$ cat config.mk
export PLATFORM = sky130hd
export DESIGN_NAME = folded_dot_product_engine_flat
export DESIGN_NICKNAME = d
export VERILOG_FILES = /design/src/rtl/folded_dot_product_engine_if.sv /design/src/rtl/folded_dot_product_engine.sv /design/src/flat_wrapper.sv
export SDC_FILE = /design/constraint.sdc
export NUM_CORES = 2
export LEC_CHECK = 0
export CAP_MARGIN = 20
export CORE_AREA = 2 2 362 364
export DETAILED_ROUTE_END_ITERATION = 6
export DIE_AREA = 0 0 364 366
export PLACE_DENSITY = 0.62
export SLEW_MARGIN = 10
export SYNTH_ARGS = -nofsm -noshare
export SYNTH_HDL_FRONTEND = slang
export SYNTH_SLANG_ARGS = --single-unit
$ cat constraint.sdc
create_clock -name clk -period 13.8 [get_ports clk]
set_clock_uncertainty 0.15 [all_clocks]
set_input_delay 2.76 -clock clk [delete_from_list [all_inputs] [get_ports clk]]
set_output_delay 2.76 -clock clk [all_outputs]
set_load 0.01 [all_outputs]
$ cat src/rtl/folded_dot_product_engine_if.sv
// Handshake and data bundle between the dot-product engine and its producers/consumer.
// The engine takes the slave modport; the row/command source and result sink use master.
interface folded_dot_product_engine_if #(
    parameter int NO_OF_UNITS     = 8,
    parameter int ELEMENT_WIDTH   = 16,
    parameter int ACC_WIDTH       = 40,
    parameter int MULTIPLES_WIDTH = 4
);
    logic                                   cmd_valid;
    logic                                   cmd_ready;
    logic [MULTIPLES_WIDTH-1:0]             no_of_multiples;
    logic                                   in_valid;
    logic                                   in_ready;
    logic [NO_OF_UNITS*ELEMENT_WIDTH-1:0]   first_row_input;
    logic [NO_OF_UNITS*ELEMENT_WIDTH-1:0]   second_row_input;
    logic                                   out_valid;
    logic                                   out_ready;
    logic [ACC_WIDTH-1:0]                   dot_product_output;
    logic                                   overflow;
    logic                                   busy;

    modport master (
        output cmd_valid, no_of_multiples, in_valid, first_row_input, second_row_input, out_ready,
        input  cmd_ready, in_ready, out_valid, dot_product_output, overflow, busy
    );

    modport slave (
        input  cmd_valid, no_of_multiples, in_valid, first_row_input, second_row_input, out_ready,
        output cmd_ready, in_ready, out_valid, dot_product_output, overflow, busy
    );
endinterface

$ cat src/rtl/folded_dot_product_engine.sv
// Signed dot product over N packages with NO_OF_UNITS/FOLD multipliers; FOLD MAC cycles per package.
// Result held in OUT until out_ready; command FIFO throttles via cmd_ready, package input via in_ready.
module folded_dot_product_engine #(
    parameter int NO_OF_UNITS     = 8,
    parameter int FOLD            = 2,
    parameter int ELEMENT_WIDTH   = 16,
    parameter int ACC_WIDTH       = 40,
    parameter int MULTIPLES_WIDTH = 4,
    parameter int CMD_DEPTH       = 4,
    parameter int SATURATE        = 0
) (
    input  logic clk,
    input  logic reset,
    folded_dot_product_engine_if.slave bus
);
    localparam int LANES   = NO_OF_UNITS / FOLD;
    localparam int ROW_W   = NO_OF_UNITS * ELEMENT_WIDTH;
    localparam int PROD_W  = 2 * ELEMENT_WIDTH;
    localparam int SUM_W   = ACC_WIDTH + $clog2(LANES) + 1;
    localparam int PTR_W   = (CMD_DEPTH > 1) ? $clog2(CMD_DEPTH) : 1;
    localparam int CNT_W   = $clog2(CMD_DEPTH + 1);
    localparam int SLICE_W = (FOLD > 1) ? $clog2(FOLD) : 1;

    typedef enum logic [1:0] {IDLE, FETCH, MAC, OUT} state_t;

    state_t                      state;
    logic [MULTIPLES_WIDTH-1:0]  n_q;
    logic [MULTIPLES_WIDTH-1:0]  pkg_cnt;
    logic [SLICE_W-1:0]          slice;
    logic [ROW_W-1:0]            a_q;
    logic [ROW_W-1:0]            b_q;
    logic signed [ACC_WIDTH-1:0] acc;
    logic                        ovf_q;

    logic [MULTIPLES_WIDTH-1:0]  cmd_mem [CMD_DEPTH];
    logic [PTR_W-1:0]            wr_ptr;
    logic [PTR_W-1:0]            rd_ptr;
    logic [CNT_W-1:0]            cmd_count;
    logic                        ready_en;
    logic                        push;
    logic                        pop;

    // ready_en keeps cmd_ready low until the first edge after reset releases
    assign bus.cmd_ready = ready_en && (cmd_count != CNT_W'(CMD_DEPTH));
    assign push          = bus.cmd_valid && bus.cmd_ready;
    assign pop           = (state == IDLE) && (cmd_count != '0);

    always_ff @(posedge clk) begin
        if (push) begin
            cmd_mem[wr_ptr] <= bus.no_of_multiples;
        end
    end

    always_ff @(posedge clk or posedge reset) begin
        if (reset) begin
            wr_ptr    <= '0;
            rd_ptr    <= '0;
            cmd_count <= '0;
            ready_en  <= 1'b0;
        end else begin
            ready_en <= 1'b1;
            if (push) begin
                wr_ptr <= (wr_ptr == PTR_W'(CMD_DEPTH - 1)) ? '0 : wr_ptr + PTR_W'(1);
            end
            if (pop) begin
                rd_ptr <= (rd_ptr == PTR_W'(CMD_DEPTH - 1)) ? '0 : rd_ptr + PTR_W'(1);
            end
            case ({push, pop})
                2'b10:   cmd_count <= cmd_count + CNT_W'(1);
                2'b01:   cmd_count <= cmd_count - CNT_W'(1);
                default: cmd_count <= cmd_count;
            endcase
        end
    end

    // The latched rows shift left each MAC cycle, so the active slice always sits in the MSB lanes.
    logic signed [PROD_W-1:0]    prods [LANES];
    logic signed [SUM_W-1:0]     slice_sum;
    logic signed [SUM_W-1:0]     acc_wide;
    logic [SUM_W-ACC_WIDTH:0]    acc_top;
    logic                        step_ovf;
    logic signed [ACC_WIDTH-1:0] acc_next;

    always_comb begin
        slice_sum = '0;
        for (int i = 0; i < LANES; i++) begin
            prods[i]  = $signed(a_q[ROW_W-1-i*ELEMENT_WIDTH -: ELEMENT_WIDTH])
                      * $signed(b_q[ROW_W-1-i*ELEMENT_WIDTH -: ELEMENT_WIDTH]);
            slice_sum = slice_sum + SUM_W'(prods[i]);
        end
        // Overflow means the wide sum no longer fits the accumulator: its upper bits disagree.
        acc_wide = SUM_W'(acc) + slice_sum;
        acc_top  = acc_wide[SUM_W-1:ACC_WIDTH-1];
        step_ovf = !((&acc_top) || !(|acc_top));
        if (step_ovf && (SATURATE != 0)) begin
            acc_next = acc_wide[SUM_W-1] ? {1'b1, {(ACC_WIDTH-1){1'b0}}}
                                         : {1'b0, {(ACC_WIDTH-1){1'b1}}};
        end else begin
            acc_next = acc_wide[ACC_WIDTH-1:0];
        end
    end

    always_ff @(posedge clk or posedge reset) begin
        if (reset) begin
            state   <= IDLE;
            n_q     <= '0;
            pkg_cnt <= '0;
            slice   <= '0;
            a_q     <= '0;
            b_q     <= '0;
            acc     <= '0;
            ovf_q   <= 1'b0;
        end else begin
            case (state)
                IDLE: begin
                    if (pop) begin
                        n_q     <= cmd_mem[rd_ptr];
                        pkg_cnt <= '0;
                        acc     <= '0;
                        ovf_q   <= 1'b0;
                        state   <= (cmd_mem[rd_ptr] == '0) ? OUT : FETCH;
                    end
                end
                FETCH: begin
                    if (bus.in_valid) begin
                        a_q   <= bus.first_row_input;
                        b_q   <= bus.second_row_input;
                        slice <= '0;
                        state <= MAC;
                    end
                end
                MAC: begin
                    acc <= acc_next;
                    a_q <= a_q << (LANES * ELEMENT_WIDTH);
                    b_q <= b_q << (LANES * ELEMENT_WIDTH);
                    if (step_ovf) begin
                        ovf_q <= 1'b1;
                    end
                    if (slice == SLICE_W'(FOLD - 1)) begin
                        slice <= '0;
                        if (pkg_cnt == n_q - MULTIPLES_WIDTH'(1)) begin
                            state <= OUT;
                        end else begin
                            pkg_cnt <= pkg_cnt + MULTIPLES_WIDTH'(1);
                            state   <= FETCH;
                        end
                    end else begin
                        slice <= slice + SLICE_W'(1);
                    end
                end
                OUT: begin
                    if (bus.out_ready) begin
                        state <= IDLE;
                    end
                end
                default: state <= IDLE;
            endcase
        end
    end

    assign bus.in_ready           = (state == FETCH);
    assign bus.out_valid          = (state == OUT);
    assign bus.busy               = (state != IDLE);
    assign bus.dot_product_output = acc;
    assign bus.overflow           = ovf_q;
endmodule

$ cat src/flat_wrapper.sv
// flat-port wrapper written by rule: the top's interface ports become plain ports
module folded_dot_product_engine_flat 
#(
    parameter int NO_OF_UNITS     = 8,
    parameter int FOLD            = 2,
    parameter int ELEMENT_WIDTH   = 16,
    parameter int ACC_WIDTH       = 40,
    parameter int MULTIPLES_WIDTH = 4,
    parameter int CMD_DEPTH       = 4,
    parameter int SATURATE        = 0
)
  (clk, reset, bus_cmd_valid, bus_no_of_multiples, bus_in_valid, bus_first_row_input, bus_second_row_input, bus_out_ready, bus_cmd_ready, bus_in_ready, bus_out_valid, bus_dot_product_output, bus_overflow, bus_busy);
  folded_dot_product_engine_if #(.NO_OF_UNITS(NO_OF_UNITS), .ELEMENT_WIDTH(ELEMENT_WIDTH), .ACC_WIDTH(ACC_WIDTH), .MULTIPLES_WIDTH(MULTIPLES_WIDTH)) bus_i ();
  input  logic clk;
  input  logic reset;
  input wire logic [$bits(bus_i.cmd_valid)-1:0] bus_cmd_valid;
  input wire logic [$bits(bus_i.no_of_multiples)-1:0] bus_no_of_multiples;
  input wire logic [$bits(bus_i.in_valid)-1:0] bus_in_valid;
  input wire logic [$bits(bus_i.first_row_input)-1:0] bus_first_row_input;
  input wire logic [$bits(bus_i.second_row_input)-1:0] bus_second_row_input;
  input wire logic [$bits(bus_i.out_ready)-1:0] bus_out_ready;
  output wire logic [$bits(bus_i.cmd_ready)-1:0] bus_cmd_ready;
  output wire logic [$bits(bus_i.in_ready)-1:0] bus_in_ready;
  output wire logic [$bits(bus_i.out_valid)-1:0] bus_out_valid;
  output wire logic [$bits(bus_i.dot_product_output)-1:0] bus_dot_product_output;
  output wire logic [$bits(bus_i.overflow)-1:0] bus_overflow;
  output wire logic [$bits(bus_i.busy)-1:0] bus_busy;
  assign bus_i.cmd_valid = bus_cmd_valid;
  assign bus_i.no_of_multiples = bus_no_of_multiples;
  assign bus_i.in_valid = bus_in_valid;
  assign bus_i.first_row_input = bus_first_row_input;
  assign bus_i.second_row_input = bus_second_row_input;
  assign bus_i.out_ready = bus_out_ready;
  assign bus_cmd_ready = bus_i.cmd_ready;
  assign bus_in_ready = bus_i.in_ready;
  assign bus_out_valid = bus_i.out_valid;
  assign bus_dot_product_output = bus_i.dot_product_output;
  assign bus_overflow = bus_i.overflow;
  assign bus_busy = bus_i.busy;
  folded_dot_product_engine #(.NO_OF_UNITS(NO_OF_UNITS), .FOLD(FOLD), .ELEMENT_WIDTH(ELEMENT_WIDTH), .ACC_WIDTH(ACC_WIDTH), .MULTIPLES_WIDTH(MULTIPLES_WIDTH), .CMD_DEPTH(CMD_DEPTH), .SATURATE(SATURATE)) u_core (.clk(clk), .reset(reset), .bus(bus_i));
endmodule
Word-level counts from Yosys, hierarchy flattened
Memories as Yosys holds them, arrays and structs flattened.
Index checks and enable logic that the tools add are counted.
{"block": "totals", "ff_bits": 316, "latch_bits": 0, "ramBits": 16, "rom_bits": 0, "input_bits": 265, "output_inout_bits": 45, "word_cells": 91, "mem_count": 1}
{"block": "op_classes", "n_addsub": 11, "mul": 4, "div": 0, "order_cmp": 0, "eq_ne": 15, "shifts": 0, "mux": 28, "n_bitwise": 0, "reduce_logical": 20}
{"name": "u_core.cmd_mem", "words": 4, "word_bits": 4, "rd": 1, "rd_ports_with_merged_regs": 0, "wr": 1, "line_no": "folded_dot_product_engine.sv:35", "source": "logic [MULTIPLES_WIDTH-1:0] cmd_mem [CMD_DEPTH];"}
{"op": "128-bit one-hot mux with 2 select lines", "count": 2}
{"op": "128-bit 2-to-1 mux", "count": 2}
{"op": "16-bit by 16-bit multiplier with 32-bit output", "count": 4}
{"op": "40-bit one-hot mux with 2 select lines", "count": 1}
{"op": "40-bit by 43-bit adder with 43-bit output", "count": 1}
{"op": "43-bit by 32-bit adder with 43-bit output", "count": 1}
{"op": "40-bit 2-to-1 mux", "count": 1}
{"op": "33-bit by 32-bit adder with 34-bit output", "count": 1}
{"op": "32-bit by 32-bit adder with 33-bit output", "count": 1}
{"op": "2-bit 2-to-1 mux", "count": 8}
{"op": "4-bit 2-to-1 mux", "count": 3}
{"op": "4-bit AND reduction", "count": 3}
{"op": "2-bit == test (second input constant)", "count": 5}
{"op": "2-bit != test (second input constant)", "count": 4}
{"op": "2-bit one-hot mux with 4 select lines", "count": 1}
{"op": "4-bit one-hot mux with 2 select lines", "count": 1}
{"op": "2-bit nonzero test", "count": 4}
{"op": "1-bit 2-to-1 mux", "count": 6}
{"op": "3-bit one-hot mux with 2 select lines", "count": 1}
{"op": "2-bit AND reduction", "count": 3}
{"op": "2-bit by 1-bit adder with 2-bit output (second input constant)", "count": 2}
{"op": "4-bit by 1-bit adder with 4-bit output (second input constant)", "count": 1}
{"op": "2-bit by 1-bit == test with 1-bit output (second input constant)", "count": 2}
{"op": "4-bit == test", "count": 1}
{"op": "15 further kinds", "count": 19}

Depth between registers and ports, before layout
{"block": "depth", "ltp_word": 10, "mapped_depth": 52, "mapped_depth_nobuf": 50}

Least setup slack after synthesis
Ideal clock, no wire load.
{"block": "synth_path", "path_type": "reg2reg", "start": "register u_core.a_q[95]", "end": "register u_core.ovf_q, in the netlist u_core.bus.overflow", "arrival_time_ns": 12.793, "t_required_ns": 13.515, "slack_ns": 0.722, "path_stages_with_launch": 48, "path_buffers": 2, "path_cell_list": "dfrtp_1 > clkbuf_1 > nand2_1 > fa_1 > fa_1 > inv_1 > fa_1 > inv_1 > fa_1 > inv_1 > fa_1 > fa_1 > fa_1 > fa_1 > inv_1 > fa_1 > inv_1 > ha_1 > (+12 left out) > ha_1 > fa_1 > fa_1 > inv_1 > fa_1 > inv_1 > ha_1 > clkbuf_1 > a21oi_1 > o21ai_0 > a21oi_1 > o21ai_0 > nand3_1 > nand2_1 > or3b_2 > o22ai_1 > and4_1 > o22ai_1"}
{"block": "synth_via", "elab_chain_len": 9, "word_cells_on_any_way": 10}
{"item": "start: declaration", "line_no": "folded_dot_product_engine.sv:30", "source": "logic [ROW_W-1:0] a_q;"}
{"item": "start signal: assignment", "line_no": "folded_dot_product_engine.sv:126", "source": "a_q <= bus.first_row_input;"}
{"item": "start signal: assignment", "line_no": "folded_dot_product_engine.sv:134", "source": "a_q <= a_q << (LANES * ELEMENT_WIDTH);"}
{"item": "16-bit by 16-bit multiplier with 32-bit output *", "line_no": "folded_dot_product_engine.sv:88", "source": "* $signed(b_q[ROW_W-1-i*ELEMENT_WIDTH -: ELEMENT_WIDTH]);"}
{"item": "33-bit by 32-bit adder with 34-bit output *", "line_no": "folded_dot_product_engine.sv:89", "source": "slice_sum = slice_sum + SUM_W'(prods[i]);"}
{"item": "43-bit by 32-bit adder with 43-bit output *", "line_no": "folded_dot_product_engine.sv:89"}
{"item": "40-bit by 43-bit adder with 43-bit output *", "line_no": "folded_dot_product_engine.sv:92", "source": "acc_wide = SUM_W'(acc) + slice_sum;"}
{"item": "4-bit OR reduction", "line_no": "folded_dot_product_engine.sv:94", "source": "step_ovf = !((&acc_top) || !(|acc_top));"}
{"item": "1-bit zero test", "line_no": "folded_dot_product_engine.sv:94"}
{"item": "1-bit logical OR *", "line_no": "folded_dot_product_engine.sv:94"}
{"item": "2-bit != test (no source line) *"}
{"item": "3-bit AND reduction (no source line) *"}
{"item": "end signal: assignment", "line_no": "folded_dot_product_engine.sv:112", "source": "ovf_q <= 1'b0;"}
{"item": "end signal: assignment", "line_no": "folded_dot_product_engine.sv:120", "source": "ovf_q <= 1'b0;"}
{"item": "end signal: assignment", "line_no": "folded_dot_product_engine.sv:137", "source": "ovf_q <= 1'b1;"}
{"item": "end: declaration", "line_no": "folded_dot_product_engine.sv:33", "source": "logic ovf_q;"}
Mark *: on every way between the ends. The rest lies on a longest branch, timed or not.
A chain may end at the register's enable or synchronous reset.

Worst setup path after layout
{"block": "layout_path", "start": "register u_core.b_q[111]", "end": "register u_core.ovf_q, in the netlist u_core.bus.overflow"}
{"block": "layout_via", "elab_chain_len": 10, "word_cells_on_any_way": 11}
{"item": "start: declaration", "line_no": "folded_dot_product_engine.sv:31", "source": "logic [ROW_W-1:0] b_q;"}
{"item": "start signal: assignment", "line_no": "folded_dot_product_engine.sv:127", "source": "b_q <= bus.second_row_input;"}
{"item": "start signal: assignment", "line_no": "folded_dot_product_engine.sv:135", "source": "b_q <= b_q << (LANES * ELEMENT_WIDTH);"}
{"item": "16-bit by 16-bit multiplier with 32-bit output *", "line_no": "folded_dot_product_engine.sv:88"}
{"item": "32-bit by 32-bit adder with 33-bit output *", "line_no": "folded_dot_product_engine.sv:89"}
{"item": "33-bit by 32-bit adder with 34-bit output *", "line_no": "folded_dot_product_engine.sv:89"}
{"item": "43-bit by 32-bit adder with 43-bit output *", "line_no": "folded_dot_product_engine.sv:89"}
{"item": "40-bit by 43-bit adder with 43-bit output *", "line_no": "folded_dot_product_engine.sv:92"}
{"item": "4-bit OR reduction", "line_no": "folded_dot_product_engine.sv:94"}
{"item": "1-bit zero test", "line_no": "folded_dot_product_engine.sv:94"}
{"item": "1-bit logical OR *", "line_no": "folded_dot_product_engine.sv:94"}
{"item": "2-bit != test (no source line) *"}
{"item": "3-bit AND reduction (no source line) *"}
Marked as above.

==> results.md <==
- Status: finished clean
- Largest family of logic cells by synthesized area: adder cells
- Crit Path Class: flip-flop to flip-flop
- Worst path slowest cell: fa_1
- Ports: 310
- Post-Synth Adder-Cell Area: 52.5%
- Yosys warns: 0
- Top-count cell post-synth: inv_1
- Startpoint types: flip-flop
- Post-Synth Simple-Gate Area: 14.7%
- Worst-path maximum fanout: 10
- Vias per inst: 5.03
- Initial antenna violation count: 4
- Nets@finish: 8360
- HPWL Detailed: 137000 um
- Setup crit start: u_core.b_q[111]
- Core box area: 129000 um^2
- Area delta synth->final: 12.4%
- Post-layout min period: 13.32 ns
- Top_reg_cell synth: dfrtp_1
- Cells after Synth: 6209
- Routed wire length: 161000 um
- Flops & latches, synth: 332
- Initial DRT Pass Iterations: 6
- Vias in the first global route: 44136
- Final number of max-transition violations: 0
- Reg-to-Reg Start: u_core.b_q[111]
- DIE AREA: 133000 um^2
- CP arrival: 13.64 ns
- Largest net degree at the start of global routing: 187
- WL/cell: 19.6 um
- Worst stage delay on the critical path: 0.62 ns
- Bufs on Longest Clock Path: 3
- Max-Cap Viols: 0
- Mux cell area share after synthesis: 0.268%
- Hold Vio Cnt, Final: 0
- Area of the multi-input gates: 43100 um^2
- Slew @ Worst Pin: 1.04 ns
- Final GP Congestion: 0.928
- Placed Cells: 8140
- Port bufs: 309
- Row Count: 132
- Clk sinks: 332
- Fillers: 12011
- Total gr overflow: 0
- Clk_lat worst skew: 0.60 ns
- # H-tree levels: 2
- Share of layout cells above drive strength 1: 5.12%
- Root Driver: clkbuf_16
- F_max: 0.0751 GHz
- Initial DRC count: 3044
- Ys async rst share: 95.2%
- Hold Crit Class: flip-flop to flip-flop
- Die Wd: 364 um
- Reg clk slew, reported paths: 0.06 ns
- Relative slew slack: 30.8%
- Die height: 366 um
- Final setup viols: 0
- Num CTS Buffers: 42
- Initial core utilization: 44.9%
- Main area contributors after synthesis: fa_1, dfrtp_1, inv_1
- Post-DRT Antenna Nets: 0
- Worst path most repeated cell: fa_1
- Final Non-Filler Cells: 8227
- Final Cycle Share: 96.5%
- Post-synth EDFFs: 16
- Mapped cell area: 57900 um^2
- DR vias: 41413
- Cell taking the most area after synthesis: fa_1
- Crit. End Element: flip-flop
- Synth Area per Inst: 9.32 um^2
- Compound-gate portion of the synthesized area: 5.22%
- CP Data Required Time: 14.12 ns
- CTS tree: yes
- Gr usage total: 25.1%
- Drc violations: 0
- Net Count, Synth: 8116
- Global-route wire length before repair: 258000 um
- XOR/XNOR Fraction of Synth Area: 1.41%
- Register area: 8450 um^2
- Synth cell types: 76
- Hold_sp: u_core.cmd_count[2]
- Post-synthesis sequential area ratio: 14.5%
- Post-synth top cells: inv_1, fa_1, nand2_1, and2_1, ha_1
- Post-synth top area share: 45.4%
## flip-flops by register name, indices dropped and copies added (netlist names), 2 cells and up
signal	flops
u_core.a_q	128
u_core.b_q	128
u_core.bus.dot_product_output	40
u_core.cmd_mem	16
u_core.n_q	4
u_core.pkg_cnt	4
u_core.cmd_count	3
u_core.rd_ptr	2
u_core.state	2
u_core.wr_ptr	2
## kinds of logic after synthesis
family,count (synthesis)
simple gates,1876
xor+xnor,93
mux,10
compound gates,495
flops,332
other cells,1
fa+ha+maj,1642
buf+inv,1760
## per-stage QoR
step	cell area, um^2	setup TNS, ns	hold slack, ns	utilization, %	setup WS (ns)
after CTS	64700	0	0.344	50.2	0.0332
final	65000	0	0.341	50.4	0.477
after detailed placement	63300	0	0.336	49.1	0.0775
after floorplan	57900	0	0.306	-	0.722
after global routing	65000	-0.0276	0.363	50.4	-0.0276
after global placement	63300	0	0.330	49.1	0.118
## worst max-delay path: cells and delay by family, from the launching register on
kind,cells,cell delay (ns)
adders and majority gates,17,8.10
DFF,1,0.60
AOI/OAI and AO/OA,7,1.10
buffers and inverters,8,0.89
and+or+nand+nor,10,2.32
## placed cells by master, fill, tap and decap left out, types with 5 or more instances in the layout
cell type / Yosys / routed
xor2_1: 32 / 32
a22o_1: 7 / 6
a31oi_1: 132 / 131
or3_1: 8 / 8
o21ai_1: 3 / 5
clkbuf_8: 0 / 6
o21ai_0: 200 / 197
o21bai_1: 12 / 11
nor2_1: 177 / 176
nand3_1: 14 / 14
nand2_1: 1118 / 1117
ha_1: 329 / 326
edfxtp_1: 16 / 16
xnor2_1: 61 / 59
dfrtp_2: 0 / 43
dfrtp_1: 316 / 270
a21oi_1: 58 / 53
a21o_1: 25 / 25
and2_1: 439 / 438
nor2b_1: 26 / 26
a21oi_2: 1 / 6
nor3_1: 14 / 14
and3_1: 13 / 13
o21a_1: 10 / 10
nand2b_1: 43 / 42
inv_6: 0 / 6
inv_1: 1494 / 1490
clkbuf_1: 257 / 7
clkdlybuf4s50_1: 0 / 309
fa_2: 0 / 6
buf_4: 1 / 148
clkinvlp_4: 0 / 5
fa_1: 1313 / 1307
clkbuf_16: 0 / 42
## timing repair
item | CTS | global route
buffers inserted | 0 | 11
hold buffers | 0 | 0
setup endpoints to repair | 0 | 12
resized for setup | 0 | 88
hold endpoints to repair | 0 | 0
## final cells by class
type                            instances  share of cell area [%]
Clock inverter                         20                   0.394
Inverter                             1495                    8.65
Clock buffer                           55                    1.78
Multi-Input combinational cell       4117                    66.2
Sequential cell                       332                    13.0
Tap cell                             1742                    3.35
Antenna cell                            1                 0.00385
Timing Repair Buffer                  465                    6.64
## final timing paths
check / cells after the start / endpoint / slack, ns
worst max-delay path: 42 / u_core.bus.overflow / 0.48
worst min-delay path: 1 / u_core.cmd_count[2] / 0.34
worst max register to register: 42 / u_core.bus.overflow / 0.48
worst min register to register: 1 / u_core.cmd_count[2] / 0.34
max in group asynchronous: 4 / u_core.b_q[80] / 8.59
min in group asynchronous: 2 / u_core.wr_ptr[1] / 2.51
## per-layer routing
layer	share of wire [%]	vias to the layer above	wire length [um]	GRT usage [%]
li1	-	18597	-	-
met1	44	21343	71600	36.6
met2	45	1282	72900	38.6
met3	7.2	189	11700	4.22
met4	3.1	2	5000	6.72
met5	0.0081	-	13	0
Power is not shown: default switching activity piles up to over one toggle a cycle in this logic, so the estimate is an artifact.
